<file path="config.mk">
export PLATFORM = sky130hd
export DESIGN_NAME = tv_timing_gen
export DESIGN_NICKNAME = d
export VERILOG_FILES = /design/src/rtl/tv_timing_gen.sv
export SDC_FILE = /design/constraint.sdc
export NUM_CORES = 1
export LEC_CHECK = 0
export ABC_AREA = 1
export BUFFER_PORTS_ARGS = -buffer_cell sky130_fd_sc_hd__buf_2
export CAP_MARGIN = 20
export CORE_MARGIN = 5
export CORE_UTILIZATION = 55
export CTS_CLUSTER_DIAMETER = 100
export DETAILED_ROUTE_END_ITERATION = 7
export HOLD_SLACK_MARGIN = 0.06
export PLACE_DENSITY_LB_ADDON = 0.3
export SLEW_MARGIN = 20
export SYNTH_ARGS = -nofsm -noshare
export SYNTH_HDL_FRONTEND = slang
export SYNTH_SLANG_ARGS = --single-unit
</file>
<file path="constraint.sdc">
create_clock -name clk24 -period 2.1 [get_ports clk24]
set_input_delay 0.42 -clock clk24 [delete_from_list [all_inputs] [get_ports clk24]]
set_output_delay 0.42 -clock clk24 [all_outputs]
set_load 0.1 [all_outputs]
</file>
<file path="src/rtl/tv_timing_gen.sv">
// Composite-video timing generator built on a half-line engine. It produces sync, blank and
// burst, the field/line indices and the PAL V-switch for the CVBS encoder and the OSD overlay.
module tv_timing_gen #(
   parameter int HALF_CLKS   = 768,
   parameter int HSYNC_CLKS  = 114,
   parameter int EQ_CLKS     = 56,
   parameter int BROAD_CLKS  = 655,
   parameter int BLANK_END   = 249,
   parameter int BLANK_START = 1496,
   parameter int BURST_START = 139,
   parameter int BURST_END   = 212,
   parameter int VS_HL       = 5,
   parameter int EQ_HL       = 5
) (
   input  logic        clk24,
   input  logic        reset_n,
   input  logic        ce,
   input  logic        interlace,
   input  logic        field_alt_en,
   input  logic        resync_n,
   output logic        sync_n,
   output logic        blank,
   output logic        burst,
   output logic        vzone,
   output logic        field,
   output logic        pal_alt,
   output logic [10:0] hpos,
   output logic [9:0]  line_num,
   output logic        field_start
);

   localparam logic [10:0] HALF_W     = 11'(HALF_CLKS);
   localparam logic [10:0] HSYNC_W    = 11'(HSYNC_CLKS);
   localparam logic [10:0] EQ_W       = 11'(EQ_CLKS);
   localparam logic [10:0] BROAD_W    = 11'(BROAD_CLKS);
   localparam logic [10:0] BL_END_W   = 11'(BLANK_END);
   localparam logic [10:0] BL_START_W = 11'(BLANK_START);
   localparam logic [10:0] BU_START_W = 11'(BURST_START);
   localparam logic [10:0] BU_END_W   = 11'(BURST_END);
   localparam logic [9:0]  VS_W       = 10'(VS_HL);
   localparam logic [9:0]  EQ_HL_W    = 10'(EQ_HL);

   logic [10:0] pos;
   logic [9:0]  hl;
   logic        fld;
   logic        frame;
   logic        resync_q;

   logic        resync_fall;
   logic        pos_wrap;
   logic        hl_wrap;
   logic        par;
   logic [9:0]  hl_last;
   logic [10:0] hpos_c;
   logic [10:0] line_sum;
   logic        broad_c;
   logic        equal_c;
   logic        vzone_c;
   logic        sync_c;

   always_comb begin
      resync_fall = resync_q & ~resync_n;
      hl_last     = interlace ? 10'd624 : 10'd623;
      pos_wrap    = (pos >= HALF_W - 11'd1);
      hl_wrap     = (hl >= hl_last);
      // A line starts on an even-parity half-line. Field 1 is offset by half a line.
      par         = hl[0] ^ fld;
      hpos_c      = par ? pos + HALF_W : pos;
      // The line index counts line starts seen since hl 0. In field 1 the first one falls on hl 1.
      line_sum    = {1'b0, hl} + {10'd0, fld};
      broad_c     = (hl < VS_W);
      equal_c     = ((hl >= VS_W) && (hl < VS_W + EQ_HL_W)) || (hl > hl_last - EQ_HL_W);
      vzone_c     = broad_c | equal_c;
      if (broad_c)
         sync_c = (pos < BROAD_W);
      else if (equal_c)
         sync_c = (pos < EQ_W);
      else
         sync_c = (hpos_c < HSYNC_W);
   end

   // Half-line engine. An external vsync edge overrides ce and any natural wrap.
   always_ff @(posedge clk24 or negedge reset_n) begin
      if (!reset_n) begin
         pos      <= '0;
         hl       <= '0;
         fld      <= 1'b0;
         frame    <= 1'b0;
         resync_q <= 1'b1;
      end else begin
         resync_q <= resync_n;
         if (resync_fall) begin
            pos <= '0;
            hl  <= '0;
            fld <= 1'b0;
         end else if (ce) begin
            if (pos_wrap) begin
               pos <= '0;
               if (hl_wrap) begin
                  hl  <= '0;
                  fld <= interlace & ~fld;
                  if (!interlace || fld)
                     frame <= ~frame;
               end else begin
                  hl <= hl + 10'd1;
               end
            end else begin
               pos <= pos + 11'd1;
            end
         end
      end
   end

   always_ff @(posedge clk24 or negedge reset_n) begin
      if (!reset_n) begin
         sync_n      <= 1'b1;
         blank       <= 1'b1;
         burst       <= 1'b0;
         vzone       <= 1'b1;
         field       <= 1'b0;
         pal_alt     <= 1'b0;
         hpos        <= '0;
         line_num    <= '0;
         field_start <= 1'b0;
      end else begin
         sync_n      <= ~sync_c;
         blank       <= vzone_c | (hpos_c < BL_END_W) | (hpos_c >= BL_START_W);
         burst       <= ~vzone_c & (hpos_c >= BU_START_W) & (hpos_c < BU_END_W);
         vzone       <= vzone_c;
         field       <= fld;
         pal_alt     <= line_sum[1] ^ (field_alt_en & frame);
         hpos        <= hpos_c;
         line_num    <= line_sum[10:1];
         field_start <= ce & (hl == 10'd0) & (pos == 11'd0);
      end
   end

endmodule
</file>
# After elaboration in Yosys (flattened, before gate mapping)
# Cells that the tools add are included.
# totals
input_bits	6
word_cells	77
output_inout_bits	28
regBits	52
# classes
order_cmp	13
muxes	15
n_bitwise	18
addsub	5
n_reduce_logical	12
# ops
cell	n
$mux W11	4
$mux W10	4
$lt A11 B8 Y1 const B	2
$add A10 B1 Y11	1
$add A11 B1 Y11 const B	1
$add A11 B10 Y11 const B	1
$ge A11 B10 Y1 const B	1
$ge A11 B11 Y1 const B	1
$ge A11 B8 Y1 const B	1
$logic_not A11 Y1	1
$lt A11 B10 Y1 const B	1
$lt A11 B6 Y1 const B	1
$lt A11 B7 Y1 const B	1
$add A10 B1 Y10 const B	1
$ge A10 B10 Y1	1
$ge A10 B3 Y1 const B	1
$gt A10 B10 Y1	1
$logic_not A10 Y1	1
$lt A10 B3 Y1 const B	1
$lt A10 B4 Y1 const B	1
$sub A10 B3 Y10 const B	1
$and A1 B1 Y1	7
$mux W1	6
$not A1 Y1	6
other kinds (10)	16

# Logic depth before layout (Yosys ltp)
# Gate-level depths: netlist of run 1.
# logic_depth
depth_word	8
depth_mapped	12

# Worst setup path before layout of run 1
# No wires, ideal clock.
# synth_timing
kind	flip-flop to flip-flop
start	register hl[0]
end	register hl[0]
period_less_slack_ns	1.651
path_buffers	0
t_required_ns	2.035
setup_slack_ns	0.449
setup_ns	0.065
path_stages_with_launch	12
arrival_ns	1.587
cell_sequence	dfrtp_1 -> inv_1 -> ha_1 -> inv_1 -> a21boi_0 -> o21bai_1 -> nand2_1 -> nand2_1 -> nand3_1 -> inv_1 -> nand3_1 -> nand2_1
# synth_between
elab_chain_cells	5
# synth_lines
element	line	text
start: declaration	44	logic [9:0] hl;
start signal: assignment	105	hl <= hl + 10'd1;
$add A10 B1 Y10 or $ge A10 B10 Y1 (tied branches)	105, 65	
$mux W10 *	99	if (hl_wrap) begin
$mux W10 *	97	if (pos_wrap) begin
$mux W10 *	96	end else if (ce) begin
$mux W10 *	92	if (resync_fall) begin
# Mark *: on every way between the ends. The rest lies on a longest branch, timed or not. The select of a mux whose other input is x is not followed.
# A chain may end at the register's enable or synchronous reset.

# Worst setup path in the final report of run 1
# layout_timing
start	register hl[0]
end	register fld
# layout_between
elab_chain_cells	3
# layout_lines
element	line	text
$ge A10 B10 Y1	65	hl_wrap = (hl >= hl_last);
$reduce_bool A2 Y1 (no source line)	--	
$reduce_and A3 Y1 (no source line)	--	
end signal: assignment	101	fld <= interlace & ~fld;
end: declaration	45	logic fld;
# No other way between the ends.

==> impl_results.md, run 1 <==
* Register bit total from synthesis at 52
* Sw frac at 45.5%
* Comb pwr share at around two fifths
* H-tree Lvls at 2
* Setup TNS at 0 ns
* Yosys warns at 0
* Mean Syn Cell Area at ~8.6 µm²
* Layout area overhead at 11.9%
* EDFF count, synth at 0
* Post-CTS Setup Bufs at 0
* Worst hold start: resync_n
* Mapped Nets at between 300 and 400
* Die Y at around 84 µm
* Crit path from: hl[0]$_DFFE_PN0P_
* Nets at approximately 400
* Post-Synthesis Cell Area at around 0.0030 mm²
* Global Route Usage Sum at between 10% and 20%
* Ys flop type: dfrtp_1
* R2R Setup Slk at slightly above 0.2 ns
* Setup Skew at about 0.006 ns
* Minimum clock period at approximately 1.9 ns
* Slew Viols, Final at 0
* Cells after synthesis at between 300 and 400
* Tcrit/Tclk final at roughly 90%
* Power, Total at around 3.4 mW
* Hold_ws at approximately 0.23 ns
* Setup CP Type: reg2reg
* Reg2Reg Launch Point: hl[0]$_DFFE_PN0P_
* Fillers at 460
* Max Clock Freq at about 0.53 GHz
* Final setup vio count at 0
* Sequential share of the synthesized area at roughly 44%
* Hold Fails Final Rpt at 0
* Post-DP HPWL at about 4800 µm
* RSZ-0062 raised after global routing: false
* Top cell type by total area after synthesis: dfrtp_1
* Asr flop ratio synth at 100%
* Total power divided by cell area at a little over 1000 mW/mm²
* Gpl congestion at roughly 0.96
* Number of global-route vias before repair at roughly 2300
* Worst hold path class: in2reg
* First-pass GRT wire length at roughly 11000 µm
* Starting DRT DRC Count at between 100 and 150
* TritonCTS Buffers at 5
* DRT Pass-1 Iters at 4
* Worst vdd ir at roughly 800 µV
* I/O Pins at 34
* Slew headroom at approximately 68%
* Avg WL per Cell at 13.6 µm
* Clk buf depth at 2
* Worst slew pin tran at 0.490 ns
* Crit-path max FO at 6
* Antenna viol nets, final at 0
* Top post-synthesis cells by area: dfrtp_1 (40%), nand2_1 (9.1%), ha_1 (7.5%)
* Worst Setup End Kind: flip-flop
* ANT cells at 0
* Commonest cells post-synth: nand2_1 (73), dfrtp_1 (48), inv_1 (43), nor2_1 (37), xor2_1 (22)
* Pleak at between 1.5 and 2 nW
* Max-Cap Viols at 0
* Worst Path Required at approximately 2.3 ns
* Clock power frac at approximately a fifth
* Status: finished clean
* Register share of total power at a little under two fifths
* # clock sinks at 52
* WP data arrival at about 2.1 ns
* Worst skew pair latency at 0.30 ns
* Setup crit start kind: flip-flop
* Die width at roughly 84 µm
* Initial Utilization at 57.5%
* Antenna violations before repair at 0
* CTS tree: built
* DIE AREA at 0.00702 mm²
* Congestion Overflow GR at 0
* Share of layout cells above drive strength 1 at 19.8%
* Most frequent cell after synthesis: nand2_1
* Area share of the largest cell type after synthesis at about two fifths
* Root Buffer: clkbuf_8
* DRC Markers at 0
* Row count at 26
* Largest net degree at the start of global routing at between 40 and 50
* DR vias at approximately 2300
* CTS clock-pin slew for the worst setup and hold paths at 0.09 ns
* Switching pwr at around 1.6 mW
* Core area at roughly 0.0052 mm²
* I/O Buffers at 33
* P_int at 1.86 mW
* WL final at approximately 6200 µm
* Vias per cell at between 5 and 6
* Number of library cell types mapped by synthesis at 40
sequential cells by signal, indices dropped and copies added, names as in the netlist:
register / count
field_start: 1
blank: 1
field: 1
pos: 11
pal_alt: 1
fld: 1
line_num: 10
resync_q: 1
sync_n: 1
vzone: 1
hl: 10
hpos: 11
frame: 1
burst: 1
worst paths after layout:
kind	end	cells after the start
max	fld$_DFFE_PN0P_	11
min	resync_q$_DFF_PN1_	1
max reg2reg	fld$_DFFE_PN0P_	11
min reg2reg	hpos[1]$_DFF_PN0_	0
max in group asynchronous	vzone$_DFF_PN1_	3
min in group asynchronous	hl[3]$_DFFE_PN0P_	2
power groups by stage:
| stage | Clock, mW | Sequential, mW | Combinational [mW] |
|---|---|---|---|
| floorplan | 0 | 1.96 | 0.494 |
| global placement | 0 | 1.29 | 1.40 |
| detailed placement | 0 | 1.30 | 1.42 |
| CTS | 0.731 | 1.28 | 1.43 |
| global route | 0.760 | 1.31 | 1.52 |
| finish | 0.710 | 1.28 | 1.43 |
cells in the final DEF (no fill, tap or decap), types with 2 or more instances in the layout:
cell      count
buf_2        33
ha_1         18
clkbuf_8      6
nand3_1      20
xor2_1       22
a21oi_1       8
inv_2         2
nand3b_1      2
dfrtp_1      48
nand3_2       2
nor3_1        6
nand2_2       3
nor2_2        4
nor2_1       37
o21ai_1       3
o21ai_0       7
nand4_2       2
nand2_1      73
clkinv_1      2
nor3_2        4
nand4_1      14
dfstp_2       4
inv_1        43
buf_4         6
critical path, cell delays in order, from the launching register on:
cell      delay [ns]
dfrtp_1         0.44
inv_1           0.14
ha_1            0.30
inv_1           0.05
a21boi_0        0.19
o21bai_1        0.09
nand2_1         0.06
nand2_1         0.10
nand3_1         0.17
nand2_1         0.12
nand2_1         0.08
nand2_1         0.05
logic make-up after synthesis:
kind of cell	synth area share, %
xor+xnor	6.73
fa+ha+maj	7.52
buf+inv	9.15
compound gates	4.76
simple gates	28.2
flops	43.6
cell type report:
cell class	instances	area [µm²]	area share (%)
Tap cell	70	87.6	2.61
Timing Repair Buffer	41	240	7.16
Multi-Input combinational cell	239	1420	42.2
Clock inverter	2	38.8	1.16
Inverter	48	183	5.45
Clock buffer	6	82.6	2.46
Sequential cell	52	1310	39.0
metal layers:
layer / up-vias / part of all wire, % / track usage, %
met3: 7 / 6.1 / 2.96
li1: 1192 / - / -
met5: - / 0 / 0
met4: 0 / 0.79 / 5.70
met1: 1069 / 48 / 27.6
met2: 75 / 45 / 29.0
metrics by stage:
step	instances	util (%)	cell area, µm²	setup slack (ns)
CTS	458	64.4	3350	0.219
global route	458	64.4	3350	0.0720
detailed placement	449	61.9	3220	0.183
floorplan	348	-	3000	0.449
finish	458	64.4	3350	0.207
global placement	449	61.9	3220	0.265
timing repair:
item	in CTS	in global routing
hold buffers	1	0
hold endpoints to repair	8	0
gates resized for setup	0	0
endpoints found under the setup margin	0	0
(Power assumes the default switching activity.)
==> run 2, diff against run 1 <==
- BUFFER_PORTS_ARGS: -buffer_cell sky130_fd_sc_hd__buf_2 -> not set
- CORE_MARGIN: 5 -> 3
- DONT_BUFFER_PORTS: not set -> 1
- RECOVER_POWER: not set -> 25
==> impl_results.md, run 2 (synthesis results as in run 1) <==
* Gpl congestion at 0.900 (-5.7%)
* Starting DRT DRC Count at 177 (+21%)
* Tcrit/Tclk final at 89.1% (-1.0 points)
* H-tree Lvls at 2 (unchanged)
* Max Clock Freq at 0.534 GHz (+1.2%)
* Sw frac at 46.9% (+1.4 points)
* DIE AREA at 0.00637 mm² (-9.3%)
* Nets at 401 (-2.4%)
* Comb pwr share at 37.6% (-4.2 points)
* RSZ-0062 raised after global routing: false
* Largest net degree at the start of global routing at 53 (+18%)
* Fin util at 64.2% (-0.22 points)
* P_int at 1.77 mW (-5.1%)
* CTS tree: built
* Hold EP: resync_q$_DFF_PN1_
* I/O Pins at 34 (unchanged)
* Hold depth at 0 (-1)
* Crit-path max FO at 9 (+3)
* Setup crit start kind: flip-flop
* Area occupied by multi-input gates at 0.00142 mm² (+0.18%)
* Worst Path Required at 2.35 ns (+0.05 ns)
* Clock power frac at 17.9% (-2.9 points)
* Layout area overhead at 10.9%
* Status: finished clean
* Regs by FF count: hpos x11, pos x11
* DR vias at 2346 (+0.13%)
* Switching pwr at 1.56 mW (+0.37%)
* Row count at 26 (unchanged)
* TritonCTS Buffers at 5 (unchanged)
* Global Route Usage Sum at 21.1% (+2.2 points)
* Worst slack, placed at 0.204 ns (+0.0210 ns)
* DRC Markers at 0 (unchanged)
* R2R depth at 11 (unchanged)
* Number of global-route vias before repair at 2176 (-6.2%)
* Worst skew pair latency at 0.31 ns (about the same)
* Worst Setup End Kind: flip-flop
* Die Y at 79.8 µm (-4.8%)
* Setup CP Type: reg2reg
* Setup Skew at 0.00630 ns (+0.000459 ns)
* Final setup vio count at 0 (unchanged)
* Worst hold start: resync_n
* Core area at 0.00517 mm² (-0.62%)
* Die width at 79.8 µm (-4.8%)
* Congestion Overflow GR at 0 (unchanged)
* Minimum clock period at 1.87 ns (-0.0217 ns)
* Antenna viol nets, final at 0 (unchanged)
* Worst vdd ir at 670 µV (-16%)
* Total power divided by cell area at 1000 mW/mm² (-1.6%)
* Share of layout cells above drive strength 1 at 17.7% (-2.1 points)
* Placed cells at 438 (-2.4%)
* Commonest non-fill, non-tap cell in the layout: nand2_1
* RR Endpoint: hl[0]$_DFFE_PN0P_
* Worst hold path class: in2reg
* Commonest cells after routing, fill and taps aside: nand2_1 (72), dfrtp_1 (48), inv_1 (43), nor2_1 (37), buf_4 (28)
* Avg WL per Cell at 13.6 µm (+0.13%)
* Worst Slack Setup Final at 0.229 ns (+0.0217 ns)
* Post-CTS Setup Bufs at 0 (unchanged)
* Hold Fails Final Rpt at 0 (unchanged)
* # clock sinks at 52 (unchanged)
* Fillers at 430 (-6.5%)
* WP data arrival at 2.12 ns (+0.03 ns)
* Max-Cap Viols at 0 (unchanged)
* Vias per cell at 5.24 (+2.4%)
* Initial Utilization at 57.9% (+0.36 points)
* Worst slew pin tran at 1.19 ns (+0.695 ns)
* ANT cells at 0 (unchanged)
* DRT Pass-1 Iters at 4 (unchanged)
* I/O Buffers at 0 (-100%)
* First-pass GRT wire length at 10600 µm (-3.7%)
* WL final at 6110 µm (-2.1%)
* Reg2Reg Launch Point: hl[0]$_DFFE_PN0P_
* Clk buf depth at 2 (unchanged)
* R2R Setup Slk at 0.23 ns (+0.02 ns)
* CTS clock-pin slew for the worst setup and hold paths at 0.09 ns (about the same)
* Sequential Area at 0.00131 mm² (unchanged)
* Register share of total power at 44.5% (+7.1 points)
* Root Buffer: clkbuf_8
* Slew headroom at 21.0% (-47 points)
* Antenna violations before repair at 0 (unchanged)
* Post-DP HPWL at 4560 µm (-4.9%)
* Fin cells at 448 (-2.2%)
* Pleak at 1.71 nW (-3.6%)
* Slew Viols, Final at 0 (unchanged)
* Setup TNS at 0 ns (unchanged)
## run 2: power by group through the flow
stage,Clock [mW],Sequential (mW),Combinational (mW)
3_3_place_gp,0,1.49,1.21
4_1_cts,0.615,1.48,1.25
5_1_grt,0.663,1.50,1.35
2_1_floorplan,0,1.96,0.494
6_report,0.595,1.48,1.25
3_5_place_dp,0,1.50,1.22
## run 2: how the worst max path moves through the flow
| stage | slack (ns) | end | cells after the start | start |
|---|---|---|---|---|
| after detailed placement | 0.20 | hl[0]$_DFFE_PN0P_ | 11 | hl[0]$_DFFE_PN0P_ |
| after global placement | 0.32 | hl[1]$_DFFE_PN0P_ | 11 | hl[0]$_DFFE_PN0P_ |
| after global routing | 0.04 | hl[0]$_DFFE_PN0P_ | 11 | hl[0]$_DFFE_PN0P_ |
| after floorplan | 0.45 | hl[0]$_DFFE_PN0P_ | 11 | hl[0]$_DFFE_PN0P_ |
| after CTS | 0.17 | hl[0]$_DFFE_PN0P_ | 11 | hl[0]$_DFFE_PN0P_ |
| final | 0.23 | hl[0]$_DFFE_PN0P_ | 11 | hl[0]$_DFFE_PN0P_ |
## run 2: metrics by stage
stage | hold slack, ns | total power, mW | cell area [µm²]
after floorplan | 0.124 | 2.45 | 3000
after global placement | 0.126 | 2.70 | 3210
after detailed placement | 0.126 | 2.72 | 3210
after CTS | 0.0912 | 3.35 | 3340
after global routing | 0.0779 | 3.51 | 3320
final | 0.0945 | 3.32 | 3320
## run 2: layout make-up
class,instances,share of cell area [%]
Multi-Input combinational cell,239,42.7
Sequential cell,52,39.3
Timing Repair Buffer,31,6.90
Inverter,48,5.50
Tap cell,70,2.64
Clock buffer,6,2.49
Clock inverter,2,0.452
## run 2: worst max-delay path, cell delays in order, from the launching register on
cell and delay (ns):
dfrtp_1 0.45, inv_1 0.14, ha_1 0.29, inv_1 0.08, a21boi_0 0.08, o21bai_1 0.12
nand2_1 0.09, nand2_2 0.14, nand3_1 0.16, inv_1 0.11, nand3_1 0.07, nand2_1 0.07
## run 2: repair_timing
action / CTS / global route
hold buffers: 2 / 0
setup endpoints to repair: 0 / 4
hold endpoints to repair: 52 / 0
gates resized for setup: 0 / 1
## run 2: per-layer routing
layer | global-route usage (%) | share of wire (%) | vias to the layer above
met4 | 6.08 | 1.4 | 0
met2 | 30.5 | 43 | 85
li1 | - | - | 1165
met1 | 31.9 | 48 | 1085
met5 | 0 | 0 | -
met3 | 4.51 | 7.3 | 11
